<file path="src/rtl/spi_pkg.sv">
// Shared constants and FSM state encoding for the byte-oriented SPI master.
package spi_pkg;

    localparam int SPI_BYTE_W          = 8;
    localparam int SPI_MIN_HALF_PERIOD = 4;

    typedef logic [2:0] spi_state_t;

    localparam spi_state_t ST_IDLE    = 3'd0;
    localparam spi_state_t ST_SETUP   = 3'd1;
    localparam spi_state_t ST_HIGH    = 3'd2;
    localparam spi_state_t ST_LOW     = 3'd3;
    localparam spi_state_t ST_WAIT    = 3'd4;
    localparam spi_state_t ST_HOLD    = 3'd5;
    localparam spi_state_t ST_RECOVER = 3'd6;

endpackage

</file>
<file path="src/rtl/spi_sck_gen.sv">
// Half-period timer: emits a one-cycle phase_tick on the last cycle of every
// HALF_PERIOD-cycle phase while run is high; restart forces the count to zero.
module spi_sck_gen #(
    parameter int HALF_PERIOD = 4
) (
    input  logic clk,
    input  logic rst,
    input  logic run,
    input  logic restart,
    output logic phase_tick
);

    localparam int CNT_W = $clog2(HALF_PERIOD);
    localparam logic [CNT_W-1:0] CNT_MAX = CNT_W'(HALF_PERIOD - 1);

    logic [CNT_W-1:0] cnt_q;
    logic [CNT_W-1:0] cnt_d;

    assign phase_tick = run && (cnt_q == CNT_MAX);

    always_comb begin
        cnt_d = cnt_q;
        if (restart || phase_tick) begin
            cnt_d = '0;
        end else if (run) begin
            cnt_d = cnt_q + 1'b1;
        end
    end

    always_ff @(posedge clk or posedge rst) begin
        if (rst) begin
            cnt_q <= '0;
        end else begin
            cnt_q <= cnt_d;
        end
    end

endmodule

</file>
<file path="src/rtl/spi_master.sv">
// Mode-0 (CPOL=0, CPHA=0), MSB-first byte SPI master with start/ready host
// handshake, optional CS hold across bytes, and a CS-high recovery period.
module spi_master
    import spi_pkg::*;
#(
    parameter int HALF_PERIOD = 4
) (
    input  logic                  clk,
    input  logic                  rst,
    input  logic                  start,
    input  logic [SPI_BYTE_W-1:0] tx_data,
    input  logic                  last,
    output logic                  ready,
    output logic                  busy,
    output logic [SPI_BYTE_W-1:0] rx_data,
    output logic                  rx_valid,
    output logic                  sck,
    output logic                  mosi,
    output logic                  cs,
    input  logic                  miso
);

    generate
        if (HALF_PERIOD < SPI_MIN_HALF_PERIOD) begin : g_bad_half_period
            $error("spi_master: HALF_PERIOD must be >= %0d", SPI_MIN_HALF_PERIOD);
        end
    endgenerate

    localparam logic [2:0] LAST_BIT = 3'(SPI_BYTE_W - 1);

    spi_state_t            state_q, state_d;
    logic                  cs_q, cs_d;
    logic                  sck_q, sck_d;
    logic [SPI_BYTE_W-1:0] tx_sr_q, tx_sr_d;
    logic [SPI_BYTE_W-1:0] rx_sr_q, rx_sr_d;
    logic [SPI_BYTE_W-1:0] rx_data_q, rx_data_d;
    logic                  rx_valid_q, rx_valid_d;
    logic [2:0]            bit_cnt_q, bit_cnt_d;
    logic                  last_q, last_d;
    logic                  run;
    logic                  restart;
    logic                  phase_tick;

    spi_sck_gen #(
        .HALF_PERIOD(HALF_PERIOD)
    ) u_sck_gen (
        .clk       (clk),
        .rst       (rst),
        .run       (run),
        .restart   (restart),
        .phase_tick(phase_tick)
    );

    assign run      = (state_q != ST_IDLE) && (state_q != ST_WAIT);
    assign ready    = (state_q == ST_IDLE) || (state_q == ST_WAIT);
    assign busy     = (state_q != ST_IDLE);
    assign cs       = cs_q;
    assign sck      = sck_q;
    // The TX shift register MSB is the MOSI flop, so MOSI only moves on load or shift.
    assign mosi     = tx_sr_q[SPI_BYTE_W-1];
    assign rx_data  = rx_data_q;
    assign rx_valid = rx_valid_q;

    always_comb begin
        state_d    = state_q;
        cs_d       = cs_q;
        sck_d      = sck_q;
        tx_sr_d    = tx_sr_q;
        rx_sr_d    = rx_sr_q;
        rx_data_d  = rx_data_q;
        rx_valid_d = 1'b0;
        bit_cnt_d  = bit_cnt_q;
        last_d     = last_q;
        restart    = 1'b0;

        case (state_q)
            ST_IDLE, ST_WAIT: begin
                if (start) begin
                    tx_sr_d   = tx_data;
                    last_d    = last;
                    cs_d      = 1'b0;
                    bit_cnt_d = '0;
                    restart   = 1'b1;
                    state_d   = ST_SETUP;
                end
            end
            ST_SETUP, ST_LOW: begin
                if (phase_tick) begin
                    // MISO has been settled since well after the last falling edge.
                    sck_d   = 1'b1;
                    rx_sr_d = {rx_sr_q[SPI_BYTE_W-2:0], miso};
                    state_d = ST_HIGH;
                end
            end
            ST_HIGH: begin
                if (phase_tick) begin
                    sck_d = 1'b0;
                    if (bit_cnt_q != LAST_BIT) begin
                        bit_cnt_d = bit_cnt_q + 1'b1;
                        tx_sr_d   = {tx_sr_q[SPI_BYTE_W-2:0], 1'b0};
                        state_d   = ST_LOW;
                    end else begin
                        rx_data_d  = rx_sr_q;
                        rx_valid_d = 1'b1;
                        restart    = last_q;
                        state_d    = last_q ? ST_HOLD : ST_WAIT;
                    end
                end
            end
            ST_HOLD: begin
                if (phase_tick) begin
                    cs_d    = 1'b1;
                    restart = 1'b1;
                    state_d = ST_RECOVER;
                end
            end
            ST_RECOVER: begin
                if (phase_tick) begin
                    state_d = ST_IDLE;
                end
            end
            default: begin
                cs_d    = 1'b1;
                sck_d   = 1'b0;
                state_d = ST_IDLE;
            end
        endcase
    end

    always_ff @(posedge clk or posedge rst) begin
        if (rst) begin
            state_q    <= ST_IDLE;
            cs_q       <= 1'b1;
            sck_q      <= 1'b0;
            tx_sr_q    <= '0;
            rx_sr_q    <= '0;
            rx_data_q  <= '0;
            rx_valid_q <= 1'b0;
            bit_cnt_q  <= '0;
            last_q     <= 1'b0;
        end else begin
            state_q    <= state_d;
            cs_q       <= cs_d;
            sck_q      <= sck_d;
            tx_sr_q    <= tx_sr_d;
            rx_sr_q    <= rx_sr_d;
            rx_data_q  <= rx_data_d;
            rx_valid_q <= rx_valid_d;
            bit_cnt_q  <= bit_cnt_d;
            last_q     <= last_d;
        end
    end

endmodule
</file>
<file path="config.mk">
export PLATFORM = sky130hd
export DESIGN_NAME = spi_master
export DESIGN_NICKNAME = d
export VERILOG_FILES = /design/src/rtl/spi_pkg.sv /design/src/rtl/spi_sck_gen.sv /design/src/rtl/spi_master.sv
export SDC_FILE = /design/constraint.sdc
export NUM_CORES = 1
export LEC_CHECK = 0
export CAP_MARGIN = 30
export CORE_MARGIN = 2
export CORE_UTILIZATION = 25
export CTS_CLUSTER_DIAMETER = 150
export DETAILED_ROUTE_END_ITERATION = 16
export GPL_TIMING_DRIVEN = 0
export MAX_ROUTING_LAYER = met4
export PLACE_DENSITY = 0.5
export SYNTH_ARGS = -nofsm -noshare
export SYNTH_HDL_FRONTEND = slang
export SYNTH_HIERARCHICAL = 1
export SYNTH_SLANG_ARGS = --single-unit
export TNS_END_PERCENT = 100
</file>
<file path="constraint.sdc">
create_clock -name clk -period 3.6 [get_ports clk]
set_clock_uncertainty 0.05 [all_clocks]
set_input_delay 0.36 -clock clk [delete_from_list [all_inputs] [get_ports clk]]
set_output_delay 0.36 -clock clk [all_outputs]
set_load 0.1 [all_outputs]
</file>
* After elaboration in Yosys (flattened, before gate mapping)
Index checks and enable logic that the tools add are counted.
Word-level totals: logic and storage cells 80, bits of input ports 13, output and inout bits 14, bits in registers 36
Operators by class: add/sub/neg operators 2, mux-type cells 31, equal/unequal tests 15, reductions and logical operators 19, bitwise gates (word level) 3
Operator list (count):
- 3-bit 2-to-1 mux | 9
- 8-bit 2-to-1 mux | 3
- 8-bit one-hot mux with 2 select lines | 1
- 3-bit one-hot mux with 5 select lines | 1
- 1-bit 2-to-1 mux | 11
- 3-bit equality test, second input constant | 3
- 1-bit one-hot mux with 3 select lines | 3
- 3-bit AND reduction | 3
- 2-bit by 1-bit inequality test with 1-bit output, second input constant | 4
- 4-bit OR reduction | 2
- 3-bit by 2-bit equality test with 1-bit output, second input constant | 2
- 3-bit inequality test, second input constant | 2
- 3-bit one-hot mux with 2 select lines | 1
- 5-bit AND reduction | 1
- 2-bit 2-to-1 mux | 2
- 2-bit inequality test, second input constant | 2
- 2-bit AND reduction | 2
- 4-bit AND reduction | 1
- 2-bit nonzero test | 2
- 2-bit OR reduction | 2
- 3-bit by 1-bit adder with 3-bit output, second input constant | 1
- 3-bit by 1-bit equality test with 1-bit output, second input constant | 1
- 3-bit logical NOT | 1
- 1-bit NOT | 3
- 5 further kinds | 7

* Depth between registers and ports, before layout
Gate-level depths: netlist of run 1.
depth after elaboration 7, gate-level depth with buffers 8, gate-level depth less buffers 6

* Hierarchy
The synthesis of run 1 kept the hierarchy.
Modules (own cells, without submodules):
- spi_master | times used 1, area each 1630.3 um^2, seq. area each 852.1 um^2, cells an instance 122
- spi_sck_gen | times used 1, area each 115.1 um^2, seq. area each 50.0 um^2, cells an instance 11

* Worst setup path after synthesis of run 1
OpenSTA, ideal clock, no wires.
kind register to output, start register state_q[1], end output port busy, slack 0.256 ns, stages on the path, launching flop included 4, path buffers 1, data arrival time 2.934 ns, required time 3.190 ns, cell sequence dfrtp_1 > buf_6 > nor2_1 > nand2_1
Between the ends: cells in the longest elaborated chain, start to end 1
RTL lines:
- start: declaration | RTL line spi_master.sv:31 | spi_state_t state_q, state_d;
- start signal: assignment | RTL line spi_master.sv:142 | state_q <= state_d;
- 3-bit nonzero test | RTL line spi_master.sv:56 | assign busy = (state_q != ST_IDLE);
- end: declaration | RTL line spi_master.sv:14 | output logic busy,
Every way passes these cells.

* Final worst setup path of run 1
start register state_q[1], end output port ready
Between the ends: cells in the longest elaborated chain, start to end 2, elaborated cells between the ends (all ways) 3
RTL lines:
- 3-bit equality test or 3-bit logical NOT (tied branches) | RTL line spi_master.sv:55 | assign ready = (state_q == ST_IDLE) || (state_q == ST_WAIT);
- 1-bit logical OR * | RTL line spi_master.sv:55
- end: declaration | RTL line spi_master.sv:13 | output logic ready,
Mark *: on every way between the ends. The rest lies on a longest branch, timed or not.

==> impl_metrics.ini, run 1 <==
[critical_path]
slowest_stage = clkdlybuf4s50_1
reg2reg_slack_ps = 1360
crit_family = buffers and inverters
r2r_cells = 7
cp-end-kind = primary output
critPathMaxStageDelay_ps = 1210
cp_num_cells = 3
critPathRequiredTime_ps = 3190
crit_chain = buf_6 -> nor2_1 -> clkdlybuf4s50_1
r2r-start = state_q[1]
startpoint_type = flip-flop
arrival_ps = 2310
worstSetupEndpoint = ready
critPathMaxFanout = 10
r2r-end = rx_sr_q[1]
crit_type = reg -> out
path_buf_inv = 2
startpoint = state_q[1]

[pwr]
ir_worst_vdd_v = 0.000360
power.leakage_nw = 0.989
cellPowerDensity_mw_per_mm2 = 834

[floorplanning]
start_util = 0.258
coreArea_mm2 = 0.00676
dieArea_mm2 = 0.00767
die_h_um = 87.6
die_w_um = 87.6
boundaryPins = 27
rows = 30

[logic_synthesis]
synth_adder_area_share = 0.0215
yosysSeqAreaShare = 0.517
yosys.area.top_type = dfrtp_1
ys_ff_latch = 36
synth_fp_nets = 149
synthSimpleGateAreaFrac = 0.0925
muxShareOfSynthArea = 0.254
synthXorXnorAreaFrac = 0
synth_top_family_by_area = multiplexers
synth_top_area_share = 0.502
synth.area.top_cells = dfrtp_1 50%, mux2_4 12%, mux2_2 12%
synth.cell_area_mm2 = 0.00175
synth_compound_area_frac = 0.0652
yosysUniqueCellTypes = 28
synth_cells = 133
syn_area_per_cell_um2 = 13.1
ys_warn_count = 6

[route]
drt_iter0_drc = 27
viasPerCell = 4.57
drc = 0
drtAntennaViolNets = 0
num_vias = 1133
totalWireLength_um = 3360
wl_per_cell_um = 13.5
firstDrtPassIters = 4

[finish]
regArea_um2 = 902
fin_cells = 248
final_common_cell = dfrtp_1
area_delta_synth_final_pct = 27.5
num_antenna_cells = 0
final_layout_size_suffix_gt1_frac = 0.298
multiInputGateArea_um2 = 756
final_cell_mix = 35 x dfrtp_1, 26 x clkdlybuf4s50_1, 18 x mux2_2, 14 x mux2_4, 8 x inv_1
fillerInstances = 675
fin_nets = 183

[global_route]
grt_pass1_wl_um = 5700
grt_overflow = 0
grt_use_total = 0.100
antenna_found_initial = 0
grt_pass1_vias = 1178
grt_max_degree = 19

[timing]
max-slew-margin-rel = 0.350
post-route-period-util = 0.756
holdWs_ps = 217
final-setup-viol-count = 0
slew_violations = 0
final-hold-violation-count = 0
fmax_mhz = 367
rsz0062_at_grt = no
tightest_slew_ps = 972
fin_crit_ps = 2720
fin_setup_tns_ps = 0

[clock_network]
clkTransAtPathRegs_ps = 70
cts_buffers = 5
insertion_delay_ps = 280
ctsResizeCount = 0
hold_buffers = 0
cts_tree = done
post-cts-setup-buffers = 0
clock-sinks = 36
clk_path_buf_depth = 2
cts.root.buffer_cell = clkbuf_8
htree_levels = 2

[place]
hpwl_um = 2460
io_buffers = 26
place_inst = 240
gp_congestion = 0.888

[status]
run_status = complete, no violations

[min_path]
hp-class = in -> async

[job]
drv_cap = 0
[Yosys cell counts]
master	instances
mux2_4	14
o2bb2ai_1	2
nand2_1	4
clkbuf_1	1
nand3_1	2
nor2b_1	4
nand4bb_1	1
a21oi_1	7
and2_1	1
o21ai_0	6
buf_4	2
inv_1	8
dfstp_2	1
nand2b_1	6
nor3b_4	1
dfrtp_1	35
buf_2	1
or3b_1	1
nand3b_1	2
a21oi_2	1
ha_1	3
mux2i_1	3
a31oi_1	2
nor2_1	2
mux2_2	18
a32o_1	1
and3_1	1
buf_6	3
[flip-flops by register name, indices dropped and copies added (netlist names)]
register	cells
rx_valid	1
rx_data	8
sck	1
last_q	1
bit_cnt_q	3
u_sck_gen/cnt_q	2
cs	1
tx_sr_q	8
rx_sr_q	8
state_q	3
[routing by layer]
metal | vias up | part of all wire | wire, µm | GRT usage
met2 | 31 | 0.50 | 1690 | 0.156
met4 | 0 | 0.017 | 56 | 0.0490
met5 | - | 0 | 0 | -
li1 | 532 | - | - | -
met1 | 563 | 0.44 | 1490 | 0.121
met3 | 7 | 0.037 | 123 | 0.0236
[worst reg2reg max path, stage by stage, from the launching register on]
cell     delay [ps]
dfrtp_1         370
buf_6           130
nor2_1          310
inv_1           150
and2_1          210
buf_2           180
nand3_1         330
mux2_2          390
[per-stage QoR]
stage               power (mW)  worst slack (ps)  instance area, µm²   util
floorplan                 1.39               256                1750      -
global placement          1.54              1180                2110  0.312
detailed placement        1.58              1180                2130  0.316
CTS                       1.88               866                2230  0.329
global route              1.98               807                2230  0.329
finish                    1.86               878                2230  0.329
[cells by family (layout without fill, tap and decap cells)]
kind of cell	count (synthesis)	after routing
buffers and inverters	15	50
DFF	36	36
muxes	35	35
AOI/OAI and AO/OA	19	19
adders and majority gates	3	3
and+or+nand+nor	25	25
[worst min-delay path by stage]
stage	slack, ps	endpoint	start
global placement	440	rx_sr_q[7]	rx_sr_q[7]
floorplan	50	u_sck_gen/cnt_q[0]	rst
CTS	210	u_sck_gen/cnt_q[1]	rst
detailed placement	450	rx_data[4]	rx_data[4]
global route	210	u_sck_gen/cnt_q[1]	rst
finish	220	u_sck_gen/cnt_q[1]	rst
[area by class of cell]
| cell class | count | area share |
|---|---|---|
| Sequential cell | 36 | 0.405 |
| Multi-Input combinational cell | 82 | 0.340 |
| Timing Repair Buffer | 27 | 0.129 |
| Tap cell | 80 | 0.0450 |
| Clock buffer | 6 | 0.0371 |
| Buffer | 7 | 0.0259 |
| Inverter | 8 | 0.0135 |
| Clock inverter | 2 | 0.00450 |
[power breakdown]
group / switching [mW] / internal [mW]
Combinational: 0.495 / 0.424
Clock: 0.138 / 0.153
Sequential: 0.0944 / 0.553
Note: power is estimated with default switching activity, not from simulation.
==> inputs of run 2 (changes only) <==
PLACE_DENSITY = 0.52   (was 0.5)
clock period = 2.2 ns   (was 3.6 ns; I/O delays follow)
==> run 2 against run 1 <==
Setup slack worse by 780 ps. Critical path depth is 1 lower. Die area stayed put. Routed wire length is 6.0% lower. Register-to-register slack worse by 1200 ps. Critical endpoint unchanged. Non-clock buffer count stayed put. First-iteration DRC count is 110% higher.
==> impl_metrics.ini, run 2 (synthesized netlist as in run 1, its figures left out) <==
[timing]
final-hold-violation-count = 0
max-slew-margin-rel = 0.345
post-route-period-util = 0.957
fin_setup_tns_ps = 0
rsz0062_at_grt = no
tightest_slew_ps = 979
slew_violations = 0
fmax_mhz = 475
fin_crit_ps = 2100
final-setup-viol-count = 0

[critical_path]
reg2reg_slack_ps = 210
r2r-start = bit_cnt_q[0]
startpoint = state_q[0]
worstSetupEndpoint = ready
r2r_cells = 6
r2r-end = tx_sr_q[6]
critPathRequiredTime_ps = 1930
crit_type = reg -> out
arrival_ps = 1830
cp-end-kind = primary output
critPathMaxFanout = 6
startpoint_type = flip-flop

[global_route]
grt_overflow = 0
grtUsageMet1 = 0.129
grt_use_total = 0.0976
busiest_layer = met2
grt_util_met2 = 0.141
antenna_found_initial = 0
grt_pass1_vias = 1128
met3_usage = 0.0198
grt_pass1_wl_um = 5610
grt_max_degree = 21

[route]
totalWireLength_um = 3150
drc = 0
wl_per_cell_um = 12.7
firstDrtPassIters = 4
drt_iter0_drc = 57
viasPerCell = 4.40
num_vias = 1091
drtAntennaViolNets = 0

[finish]
multiInputGateArea_um2 = 768
regArea_um2 = 902
final_cell_mix = 35 x dfrtp_1, 23 x clkdlybuf4s50_1, 18 x mux2_2, 14 x mux2_4
area_delta_synth_final_pct = 28.4
final_layout_size_suffix_gt1_frac = 0.315
final_common_cell = dfrtp_1
num_antenna_cells = 0
fin_cells = 248
fin_nets = 183
fillerInstances = 697

[job]
drv_cap = 0

[floorplanning]
start_util = 0.258
boundaryPins = 27
dieArea_mm2 = 0.00767
die_w_um = 87.6
rows = 30
coreArea_mm2 = 0.00676
die_h_um = 87.6

[status]
run_status = complete, no violations

[clock_network]
clkTransAtPathRegs_ps = 70
insertion_delay_ps = 290
clk_path_buf_depth = 2
htree_levels = 2
hold_buffers = 0
post-cts-setup-buffers = 0
clock-sinks = 36
cts_buffers = 5
cts_tree = done
cts.root.buffer_cell = clkbuf_8

[min_path]
hp-class = in -> async

[pwr]
cellPowerDensity_mw_per_mm2 = 1360
ir_worst_vdd_v = 0.000465
power.leakage_nw = 0.997

[place]
place_inst = 240
gp_congestion = 0.741
io_buffers = 26
hpwl_um = 2200
-- run 2: routing by layer --
metal	routed length, µm	vias to the layer above
li1	-	530
met1	1570	537
met2	1430	19
met3	84	5
met4	64	0
met5	0	-
-- run 2: repair_timing --
action                     in CTS  in global routing
pin swaps                       0                  0
gates resized for setup         3                  2
setup endpoints to repair       3                  2
-- run 2: critical path, stage by stage, from the launching register on --
cell and delay (ps):
dfrtp_1 500, nor2_4 210, clkdlybuf4s15_1 840
-- run 2: final cells by class --
class | count | share of cell area
inverters | 8 | 0.0134
repair buffers | 27 | 0.128
multi-input cells | 82 | 0.343
clock inverters | 2 | 0.00614
clock buffers | 6 | 0.0369
plain buffers | 7 | 0.0257
well taps | 80 | 0.0447
flip-flops and latches | 36 | 0.403
-- run 2: worst min-delay path by stage --
| stage | from | slack [ps] | to |
|---|---|---|---|
| after floorplan | rst | -90 | u_sck_gen/cnt_q[0] |
| after detailed placement | rst | 380 | u_sck_gen/cnt_q[0] |
| after global placement | rst | 370 | u_sck_gen/cnt_q[0] |
| after CTS | rst | 60 | u_sck_gen/cnt_q[0] |
| final | rst | 70 | u_sck_gen/cnt_q[0] |
| after global routing | rst | 60 | u_sck_gen/cnt_q[0] |
-- run 2: power breakdown --
part	switching (mW)	internal (mW)
Sequential	0.159	0.905
Combinational	0.806	0.686
Clock	0.245	0.256
-- run 2: per-stage QoR --
| stage | cell area, µm² | hold WS (ps) | util | setup WS (ps) | total power [mW] |
|---|---|---|---|---|---|
| 2_1_floorplan | 1760 | -88.8 | - | 57.9 | 2.29 |
| 3_3_place_gp | 2120 | 371 | 0.314 | 81.8 | 2.57 |
| 3_5_place_dp | 2150 | 375 | 0.318 | 89.7 | 2.59 |
| 4_1_cts | 2240 | 60.9 | 0.331 | 53.2 | 3.09 |
| 5_1_grt | 2240 | 61.9 | 0.332 | 23.3 | 3.28 |
| 6_report | 2240 | 67.1 | 0.332 | 95.1 | 3.06 |
